[src/rtl/prog_loader_pkg.sv]
// Shared definitions for the boot-time program loader: FSM encoding and sizing.
package prog_loader_pkg;

    typedef enum logic [2:0] {
        S_IDLE  = 3'd0,
        S_LEN   = 3'd1,
        S_DATA  = 3'd2,
        S_WRITE = 3'd3,
        S_CSUM  = 3'd4,
        S_DONE  = 3'd5,
        S_ERR   = 3'd6
    } state_t;

    localparam logic [7:0] SYNC_BYTE_DEF = 8'hA5;
    localparam int         MAX_LEN_DEF   = 32;
    localparam int         ADDR_W        = 5;

endpackage

[src/rtl/prog_loader_csum8.sv]
// 8-bit modular checksum accumulator; carry out of the sum is discarded.
module csum8 (
    input  logic       clk,
    input  logic       rst_n,
    input  logic       clr,
    input  logic       add_en,
    input  logic [7:0] data,
    output logic [7:0] sum
);

    always_ff @(posedge clk or negedge rst_n) begin
        if (!rst_n)
            sum <= '0;
        else if (clr)
            sum <= '0;
        else if (add_en)
            sum <= sum + data;
    end

endmodule

[src/rtl/prog_loader.sv]
// Byte-stream program loader: receives SYNC/LEN/DATA/CSUM frames, writes program
// memory one byte per two cycles and holds the CPU in reset until a frame verifies.
module prog_loader
    import prog_loader_pkg::*;
#(
    parameter logic [7:0] SYNC_BYTE = SYNC_BYTE_DEF,
    parameter int         MAX_LEN   = MAX_LEN_DEF
) (
    input  logic              clk_i,
    input  logic              rst_i,
    input  logic              rx_valid_i,
    input  logic [7:0]        rx_data_i,
    output logic              rx_ready_o,
    output logic              pm_we_o,
    output logic [ADDR_W-1:0] pm_addr_o,
    output logic [7:0]        pm_data_o,
    output logic              cpu_rst_o,
    output logic              busy_o,
    output logic              done_o,
    output logic              err_o
);

    localparam logic [7:0] MAX_LEN_B = 8'(MAX_LEN);

    state_t            state, state_d;
    logic [ADDR_W-1:0] addr_q, addr_d;
    logic [7:0]        len_q, len_d;
    logic [7:0]        data_q, data_d;
    logic              cpu_rst_q, cpu_rst_d;
    logic              done_q, done_d;
    logic              err_q, err_d;
    logic              acc;
    logic              is_sync;
    logic              csum_clr;
    logic              csum_add;
    logic [7:0]        sum;

    assign rx_ready_o = (state != S_WRITE);
    assign acc        = rx_valid_i && rx_ready_o;
    assign is_sync    = (rx_data_i == SYNC_BYTE);
    assign pm_we_o    = (state == S_WRITE);
    assign pm_addr_o  = addr_q;
    assign pm_data_o  = data_q;
    assign cpu_rst_o  = cpu_rst_q;
    assign done_o     = done_q;
    assign err_o      = err_q;
    assign busy_o     = (state == S_LEN) || (state == S_DATA) ||
                        (state == S_WRITE) || (state == S_CSUM);

    csum8 u_csum (
        .clk    (clk_i),
        .rst_n  (rst_i),
        .clr    (csum_clr),
        .add_en (csum_add),
        .data   (rx_data_i),
        .sum    (sum)
    );

    always_comb begin
        state_d   = state;
        addr_d    = addr_q;
        len_d     = len_q;
        data_d    = data_q;
        cpu_rst_d = cpu_rst_q;
        done_d    = done_q;
        err_d     = err_q;
        csum_clr  = 1'b0;
        csum_add  = 1'b0;
        case (state)
            S_IDLE, S_DONE, S_ERR: begin
                if (acc && is_sync) begin
                    state_d   = S_LEN;
                    cpu_rst_d = 1'b1;
                    done_d    = 1'b0;
                    err_d     = 1'b0;
                end
            end
            S_LEN: begin
                if (acc) begin
                    if (rx_data_i == 8'd0 || rx_data_i > MAX_LEN_B) begin
                        state_d   = S_ERR;
                        err_d     = 1'b1;
                        cpu_rst_d = 1'b1;
                    end else begin
                        state_d  = S_DATA;
                        len_d    = rx_data_i;
                        addr_d   = '0;
                        csum_clr = 1'b1;
                    end
                end
            end
            S_DATA: begin
                if (acc) begin
                    data_d   = rx_data_i;
                    csum_add = 1'b1;
                    state_d  = S_WRITE;
                end
            end
            S_WRITE: begin
                // The last write leaves the address at LEN-1 so a full frame never wraps.
                if (8'(addr_q) + 8'd1 < len_q) begin
                    addr_d  = addr_q + 1'b1;
                    state_d = S_DATA;
                end else begin
                    state_d = S_CSUM;
                end
            end
            S_CSUM: begin
                if (acc) begin
                    if (rx_data_i == sum) begin
                        state_d   = S_DONE;
                        done_d    = 1'b1;
                        cpu_rst_d = 1'b0;
                    end else begin
                        state_d   = S_ERR;
                        err_d     = 1'b1;
                        cpu_rst_d = 1'b1;
                    end
                end
            end
            default: state_d = S_IDLE;
        endcase
    end

    always_ff @(posedge clk_i or negedge rst_i) begin
        if (!rst_i) begin
            state     <= S_IDLE;
            addr_q    <= '0;
            len_q     <= '0;
            data_q    <= '0;
            cpu_rst_q <= 1'b1;
            done_q    <= 1'b0;
            err_q     <= 1'b0;
        end else begin
            state     <= state_d;
            addr_q    <= addr_d;
            len_q     <= len_d;
            data_q    <= data_d;
            cpu_rst_q <= cpu_rst_d;
            done_q    <= done_d;
            err_q     <= err_d;
        end
    end

endmodule

[config.mk]
export PLATFORM = sky130hd
export DESIGN_NAME = prog_loader
export DESIGN_NICKNAME = d
export VERILOG_FILES = /design/src/rtl/prog_loader_pkg.sv /design/src/rtl/prog_loader_csum8.sv /design/src/rtl/prog_loader.sv
export SDC_FILE = /design/constraint.sdc
export NUM_CORES = 1
export LEC_CHECK = 0
export CORE_ASPECT_RATIO = 1.5
export CORE_UTILIZATION = 35
export CTS_CLUSTER_DIAMETER = 120
export DETAILED_ROUTE_END_ITERATION = 8
export PLACE_DENSITY = 0.54
export SETUP_SLACK_MARGIN = 0.05
export SYNTH_ARGS = -nofsm -noshare
export SYNTH_HDL_FRONTEND = slang
export SYNTH_SLANG_ARGS = --single-unit
[constraint.sdc]
create_clock -name clk_i -period 5.75 [get_ports clk_i]
set_input_delay 0.8625 -clock clk_i [delete_from_list [all_inputs] [get_ports clk_i]]
set_output_delay 0.8625 -clock clk_i [all_outputs]
set_load 0.05 [all_outputs]
Yosys cells after proc, flatten, opt, wreduce, memory -nomap -nowiden
Index checks and enable logic that the tools add are counted.
{ "word_totals": {"ff_bits": 35, "in_bits": 11, "output_inout_bits": 19, "elab_cells": 84} }
{ "op_classes": {"addsub": 3, "n_lt_le_gt_ge": 2, "n_eq_ne": 18, "n_mux": 32, "bitwise": 1, "n_reduce_logical": 20} }
{ "op_table": {"columns": ["operator", "n"], "rows": [
  ["3-bit two-way mux", 6],
  ["8-bit two-way mux", 2],
  ["1-bit two-way mux", 15],
  ["5-bit two-way mux", 3],
  ["3-bit case mux with 5 select lines", 1],
  ["2-bit inequality test, second input constant", 6],
  ["4-bit AND reduction", 3],
  ["5-bit case mux with 2 select lines", 1],
  ["3-bit == test, second input constant", 3],
  ["8-bit adder", 1],
  ["8-bit == test", 1],
  ["8-bit == test, second input constant", 1],
  ["8-bit by 6-bit greater-than comparator with 1-bit output, second input constant", 1],
  ["8-bit zero test", 1],
  ["6-bit by 8-bit < comparator with 1-bit output", 1],
  ["5-bit by 1-bit adder with 6-bit output, second input constant", 1],
  ["3-bit by 2-bit == test with 1-bit output, second input constant", 2],
  ["2-bit by 1-bit inequality test with 1-bit output, second input constant", 3],
  ["1-bit case mux with 3 select lines", 2],
  ["6-bit AND reduction", 1],
  ["2-bit nonzero test", 3],
  ["5-bit by 1-bit adder with 5-bit output, second input constant", 1],
  ["5-bit AND reduction", 1],
  ["1-bit logical OR", 4],
  ["11 further kinds", 12]
]} }

Longest topological paths before layout
Gate-level depths: netlist (run 1).
{ "depth": {"ltp_word": 6, "mapped_depth": 9} }

Hierarchy
From an unflattened synthesis (run 1), not the netlist that was laid out.
{ "unflattened": {"cells_unflattened": 220, "hier_area_um2": 2270.9} }
{ "by_module_without_submodules": {"columns": ["module", "instances", "cells_per_inst", "area_per_inst_um2"], "rows": [
  ["prog_loader", 1, 154, 1624.1],
  ["csum8", 1, 66, 646.9]
]} }

Worst setup path after synthesis (run 1)
OpenSTA, ideal clock, no wires.
{ "synth_path": {"path_kind": "register to register", "from": "reg addr_q[0] (netlist: pm_addr_o[0])", "to": "reg addr_q[0] (netlist: pm_addr_o[0])", "t_arrival_ps": 2437, "required_ps": 5625, "setup_slack_ps": 3188, "stages_incl_launch_ff": 10, "period_less_slack_ps": 2562, "path_cell_list": "dfrtp_1 -> ha_1 -> nand3_1 -> xnor2_1 -> ha_1 -> o21a_1 -> o21ai_0 -> a31oi_1 -> nor2_1 -> mux2_4"} }
{ "synth_between": {"elab_chain_cells": 4, "word_cells_on_any_way": 7, "classes_between": "2 x add/sub; 1 x order compare; 1 x eq/ne; 2 x mux; 1 x reduce/logical"} }
{ "synth_rtl": {"columns": ["item", "line_no", "text"], "rows": [
  ["start: declaration", "prog_loader.sv:26", "logic [ADDR_W-1:0] addr_q, addr_d;"],
  ["start signal: assignment", "prog_loader.sv:136", "addr_q <= addr_d;"],
  ["5-bit by 1-bit adder with 6-bit output", "prog_loader.sv:101", "if (8'(addr_q) + 8'd1 < len_q) begin"],
  ["6-bit by 8-bit < comparator with 1-bit output", "prog_loader.sv:101", null],
  ["2-bit by 1-bit inequality test with 1-bit output (no line)", null, null],
  ["4-bit AND reduction (no line)", null, null]
]} }
Several ways; a longest one is shown, not always the timed one. The select of a mux whose other input is x is not followed.
A chain may end at the register's enable or synchronous reset.

Worst setup path after layout (run 1)
{ "layout_path": {"from": "reg state[0]", "to": "out pm_we_o"} }
{ "layout_between": {"elab_chain_cells": 1} }
{ "layout_rtl": {"columns": ["item", "line_no", "text"], "rows": [
  ["start: declaration", "prog_loader.sv:25", "state_t state, state_d;"],
  ["start signal: assignment", "prog_loader.sv:135", "state <= state_d;"],
  ["3-bit by 2-bit == test with 1-bit output", "prog_loader.sv:41", "assign pm_we_o = (state == S_WRITE);"],
  ["end: declaration", "prog_loader.sv:14", "output logic pm_we_o,"]
]} }
No other way between the ends.

==> results of run 1 <==
-- placed cells by master (no fill, tap or decap), types with 5 or more instances in the layout --
cell and instances:
o21a_1 6, dfrtp_1 34, nand3_1 10, o21ai_0 17, clkbuf_8 5, ha_1 13
a21oi_1 7, a21o_1 5, clkdlybuf4s50_1 29, nor2_1 12, nor2b_1 5, inv_1 14
xnor2_1 6, nand2_1 40
-- power breakdown --
group | internal, mW | total [mW] | switching [mW]
registers | 0.347 | 0.434 | 0.0879
clock network | 0.129 | 0.224 | 0.0946
logic | 0.313 | 0.799 | 0.486
total | 0.789 | 1.46 | 0.668
-- metal layers --
metal	wire length (um)	GRT usage	vias up
li1	-	-	895
met1	2330	0.216	857
met2	2450	0.287	35
met3	161	0.0370	4
met4	61	0.0540	0
met5	0	0	-
-- sequential cells by signal (all words and copies together), names as in the netlist --
signal	flops
u_csum.sum	8
pm_addr_o	5
len_q	8
cpu_rst_o	1
done_o	1
err_o	1
state	3
pm_data_o	8
-- how the worst max path moves through the flow --
stage                       from       endpoint  slack [ps]  cells after the start
floorplan           pm_addr_o[0]   pm_addr_o[0]        3190                      9
global placement      rx_valid_i  u_csum.sum[6]        2600                      6
detailed placement    rx_valid_i  u_csum.sum[6]        2530                      6
CTS                     state[0]        pm_we_o        2580                      4
global route            state[0]        pm_we_o        2460                      4
finish                  state[0]        pm_we_o        2600                      4
-- metrics by stage --
stage	util	cell area [um^2]
floorplan	-	2190
global placement	0.426	2520
detailed placement	0.426	2520
CTS	0.445	2630
global route	0.445	2630
finish	0.445	2630
-- final cells by class --
class                      instances  area share
clock buffer                       5      0.0262
clock inverter                     3      0.0167
inverter                          14      0.0200
multi-input combinational        178       0.453
sequential                        35       0.333
tap                               72      0.0343
timing repair buffer              31       0.116
-- cells by family after synthesis --
group	count (synthesis)
AND/OR/NAND/NOR	87
AO/OA/AOI/OAI	63
adder cells (fa/ha/maj)	14
flip-flops	35
XOR/XNOR	9
buffers and inverters	23
multiplexers	5
-- critical path: cells and delay by family (launching register included) --
family,cells,cell delay [ps]
flops,1,610
buf+inv,2,1010
simple gates,2,360
==> impl_metrics.env, run 1 <==
export IMPL_cts_max_path_buffers=2
export IMPL_synth_top_family_by_area="simple AND/OR/NAND/NOR gates"
export IMPL_dp_cells=330
export IMPL_drive_gt1_frac=0.0865
export IMPL_min_from="pm_data_o[1]"
export IMPL_cts_setup_buffers=0
export IMPL_syn_area_per_cell_um2=9.27
export IMPL_wirelength_mm=5.01
export IMPL_crit_path_max_fanout=14
export IMPL_final_max_slew_viol_count=0
export IMPL_ys_async_sr_fraction=1.00
export IMPL_pre_cts_ws_ps=2530
export IMPL_cts_buffers=5
export IMPL_grt_pass1_wl_mm=8.65
export IMPL_yosys_area_top_type_share=0.389
export IMPL_ant_nets=0
export IMPL_place_gp_congestion=0.807
export IMPL_finalHoldViolCount=0
export IMPL_finalSetupViolCount=0
export IMPL_synth_edf_count=0
export IMPL_slew_headroom=0.390
export IMPL_fillers=608
export IMPL_grt_max_degree=36
export IMPL_total_power_mw=1.46
export IMPL_synth_commonest_cells="nand2_1 (40), dfrtp_1 (34), o21ai_0 (17), inv_1 (14), ha_1 (13)"
export IMPL_drc=0
export IMPL_holdWs_ps=479
export IMPL_p_leak_nw=1.17
export IMPL_synth_warnings=0
export IMPL_die_area_mm2=0.00658
export IMPL_endpoint_kind="output port"
export IMPL_muxShareOfSynthArea=0.0257
export IMPL_cp_slowest_cell="clkdlybuf4s50_1"
export IMPL_ys_ff_latch=35
export IMPL_pin_count=30
export IMPL_synthDistinctLibCells=57
export IMPL_finalCritPeriodShare=0.548
export IMPL_max_stage_delay_ps=830
export IMPL_synth_fa_ha_area_frac=0.0835
export IMPL_min_delay_path_depth=2
export IMPL_vdd_drop_max_v=0.000266
export IMPL_diodes=0
export IMPL_vias=1791
export IMPL_worstSetupStartpointType="register"
export IMPL_rows=34
export IMPL_dr_pass1_iters=4
export IMPL_grt_pass1_vias=1795
export IMPL_ff2ff_setup_slack_ps=3200
export IMPL_syn2layout_area_growth_pct=20.2
export IMPL_hold_class="register to register"
export IMPL_path_cells="and2b_2, nand2_1, inv_1, clkdlybuf4s50_1"
export IMPL_dr_first_iter_drc_count=66
export IMPL_cts_root_buffer="clkbuf_8"
export IMPL_seq_area_frac_synth=0.401
export IMPL_htree_levels=2
export IMPL_crit_type="register to output port"
export IMPL_rsz0062_at_grt="no"
export IMPL_maxCapViolations=0
export IMPL_multiInputGateArea_mm2=0.00119
export IMPL_regToRegEndpoint="pm_addr_o[0]"
export IMPL_synth_compound_area_frac=0.194
export IMPL_io_buffers=29
export IMPL_final_cells=338
export IMPL_die_x_um=66.6
export IMPL_cts_hold_buffers_added=0
export IMPL_yosysMostFrequentCell="nand2_1"
export IMPL_required_ps=4890
export IMPL_synth_area_mm2=0.00219
export IMPL_synthTopCellsByArea="dfrtp_1 (39%), ha_1 (7.4%), nand2_1 (6.9%)"
export IMPL_cts_num_sinks=35
export IMPL_antenna_found_initial=0
export IMPL_core_area_mm2=0.00591
export IMPL_fin_setup_tns_ps=0
export IMPL_wl_per_cell_um=14.8
export IMPL_insertion_delay_ps=290
export IMPL_r2r_start="pm_addr_o[0]"
export IMPL_cts_resized=0
export IMPL_yosys_area_share_simple=0.205
export IMPL_die_h_um=98.8
export IMPL_via_per_inst=5.30
export IMPL_grt_overflow_total=0
export IMPL_period_needed_ps=3150
export IMPL_clkTransAtPathRegs_ps=80
export IMPL_reg2reg_depth=9
export IMPL_fin_skew_ps=11.7
export IMPL_synth_nets=261
export IMPL_synthXorXnorAreaFrac=0.0360
export IMPL_dp_hpwl_mm=3.59
export IMPL_max_slew_worst_pin_slew_ps=913
export IMPL_grt_total_usage=0.172
export IMPL_powerDensity_mw_per_mm2=554
export IMPL_yosysTopAreaCell="dfrtp_1"
export IMPL_cts_tree="built"
export IMPL_syn_inst=236
export IMPL_synth_flop_cell="dfrtp_1"
export IMPL_fin_ws_ps=2600
export IMPL_status="complete, no violations"
export IMPL_regArea_um2=877
export IMPL_layout_nets=290
export IMPL_min_to="pm_data_o[1]"
export IMPL_start_util=0.370
export IMPL_timing_fmax_mhz=318
export IMPL_cp_data_arrival_time_ps=2290
(Power assumes the default switching activity.)
==> run 2: changes to the inputs <==
Clock period 5.75 ns to 3.1 ns, I/O delays scaled along.
==> run 2 against run 1 <==
Effect of this change:
- final cell count is 1.2% higher
- sequential power is 84% higher
- critical path depth unchanged
- wire length is 2.2% higher
- largest power group unchanged
- highest routed layer unchanged
==> impl_metrics.env, run 2 (synthesis gave the netlist of run 1 again) <==
export IMPL_status="complete, no violations"
export IMPL_crit_path_max_fanout=14
export IMPL_clkTransAtPathRegs_ps=80
export IMPL_required_ps=2630
export IMPL_cts_root_buffer="clkbuf_8"
export IMPL_dr_first_iter_drc_count=75
export IMPL_via_per_inst=5.33
export IMPL_crit_buf_inv=2
export IMPL_worstSetupStartpointType="register"
export IMPL_max_stage_delay_ps=830
export IMPL_cts_setup_buffers=0
export IMPL_fin_setup_tns_ps=0
export IMPL_start_util=0.370
export IMPL_gr_usage_met3=0.0382
export IMPL_hold_class="register to register"
export IMPL_grt_pass1_vias=1800
export IMPL_layout_nets=294
export IMPL_met1_usage=0.219
export IMPL_timing_fmax_mhz=359
export IMPL_final_max_slew_viol_count=0
export IMPL_p_leak_nw=1.19
export IMPL_slew_headroom=0.587
export IMPL_core_area_mm2=0.00591
export IMPL_cts_tree="built"
export IMPL_pin_count=30
export IMPL_finalCritPeriodShare=0.898
export IMPL_antenna_found_initial=0
export IMPL_io_buffers=29
export IMPL_period_needed_ps=2780
export IMPL_place_gp_congestion=0.787
export IMPL_layout_common_cells="nand2_1 (40), dfrtp_1 (34), clkdlybuf4s50_1 (29)"
export IMPL_grt_total_usage=0.178
export IMPL_grt_max_degree=36
export IMPL_rsz0062_at_grt="no"
export IMPL_finalSetupViolCount=0
export IMPL_drc=0
export IMPL_grt_overflow_total=0
export IMPL_cts_resized=0
export IMPL_dr_pass1_iters=4
export IMPL_path_cells="and2b_2, nand2_1, inv_1, clkdlybuf4s50_1"
export IMPL_wirelength_mm=5.12
export IMPL_use_met2=0.290
export IMPL_critPathTopFamily="buffers and inverters"
export IMPL_holdWs_ps=478
export IMPL_cts_buffers=5
export IMPL_reg2reg_depth=9
export IMPL_syn2layout_area_growth_pct=21.6
export IMPL_cp_slowest_cell="clkdlybuf4s50_1"
export IMPL_diodes=0
export IMPL_finalInstanceArea_mm2=0.00266
export IMPL_ant_nets=0
export IMPL_cp_data_arrival_time_ps=2320
export IMPL_die_h_um=98.8
export IMPL_final_common_cell="nand2_1"
export IMPL_busiest_layer="met2"
export IMPL_powerDensity_mw_per_mm2=1030
export IMPL_crit_type="register to output port"
export IMPL_postLayoutCoreUtil=0.450
export IMPL_vdd_drop_max_v=0.000582
export IMPL_cp_depth=4
export IMPL_max_slew_worst_pin_slew_ps=617
export IMPL_fin_skew_ps=7.12
export IMPL_min_delay_path_depth=2
export IMPL_rows=34
export IMPL_die_area_mm2=0.00658
export IMPL_cts_num_sinks=35
export IMPL_finalHoldViolCount=0
export IMPL_cts_max_path_buffers=2
export IMPL_insertion_delay_ps=290
export IMPL_placed_area_mm2=0.00255
export IMPL_wl_per_cell_um=15.0
export IMPL_vias=1823
export IMPL_die_x_um=66.6
export IMPL_grt_pass1_wl_mm=8.76
export IMPL_dp_hpwl_mm=3.71
export IMPL_drive_gt1_frac=0.100
export IMPL_endpoint_kind="output port"
export IMPL_htree_levels=2
export IMPL_maxCapViolations=0
export IMPL_cts_hold_buffers_added=0
run 2: changes by cell type in the layout (fill, tap and decap cells not counted), sizes merged:
cell  before  now
buf        2    6
run 2: worst paths after layout:
| kind | from | to | slack (ps) |
|---|---|---|---|
| worst max register to register | pm_addr_o[0] | pm_addr_o[0] | 670 |
| min in group asynchronous | rst_i | pm_data_o[4] | 590 |
| max in group asynchronous | rst_i | cpu_rst_o | 2150 |
| worst max-delay path | state[0] | pm_we_o | 320 |
| worst min register to register | pm_data_o[3] | pm_data_o[3] | 480 |
| worst min-delay path | pm_data_o[3] | pm_data_o[3] | 480 |
run 2: metrics by stage:
step                setup WS [ps]  cells  power, mW
detailed placement            400    334       2.33
global placement              398    334       2.31
finish                        316    342       2.73
floorplan                     538    236       1.90
CTS                           319    342       2.77
global route                  209    342       2.95
run 2: where the power goes:
| group | leakage (nW) | internal (mW) | total (mW) | switching, mW |
|---|---|---|---|---|
| combinational | 0.708 | 0.595 | 1.51 | 0.916 |
| sequential | 0.420 | 0.643 | 0.799 | 0.157 |
| clock | 0.0581 | 0.240 | 0.422 | 0.183 |
| total | 1.19 | 1.48 | 2.73 | 1.26 |
run 2: final cells by class:
class                      count  area (um^2)
multi-input combinational    178         1190
clock buffer                   5         68.8
clock inverter                 3         43.8
timing repair buffer          35          335
sequential                    35          877
tap                           72         90.1
inverter                      14         52.6
fill                         579         3250
run 2: layer usage:
metal	vias to the layer above	wire length [um]
met5	-	0
met4	0	150
met3	9	165
met2	38	2540
met1	870	2260
li1	906	-
run 2: worst reg2reg max path, stage by stage (launching register included):
cell,delay [ps]
dfrtp_1,430
ha_1,220
nand3_1,100
xnor2_1,170
ha_1,290
o21a_1,100
o21ai_0,70
a31oi_1,480
nor2_1,170
mux2_4,300
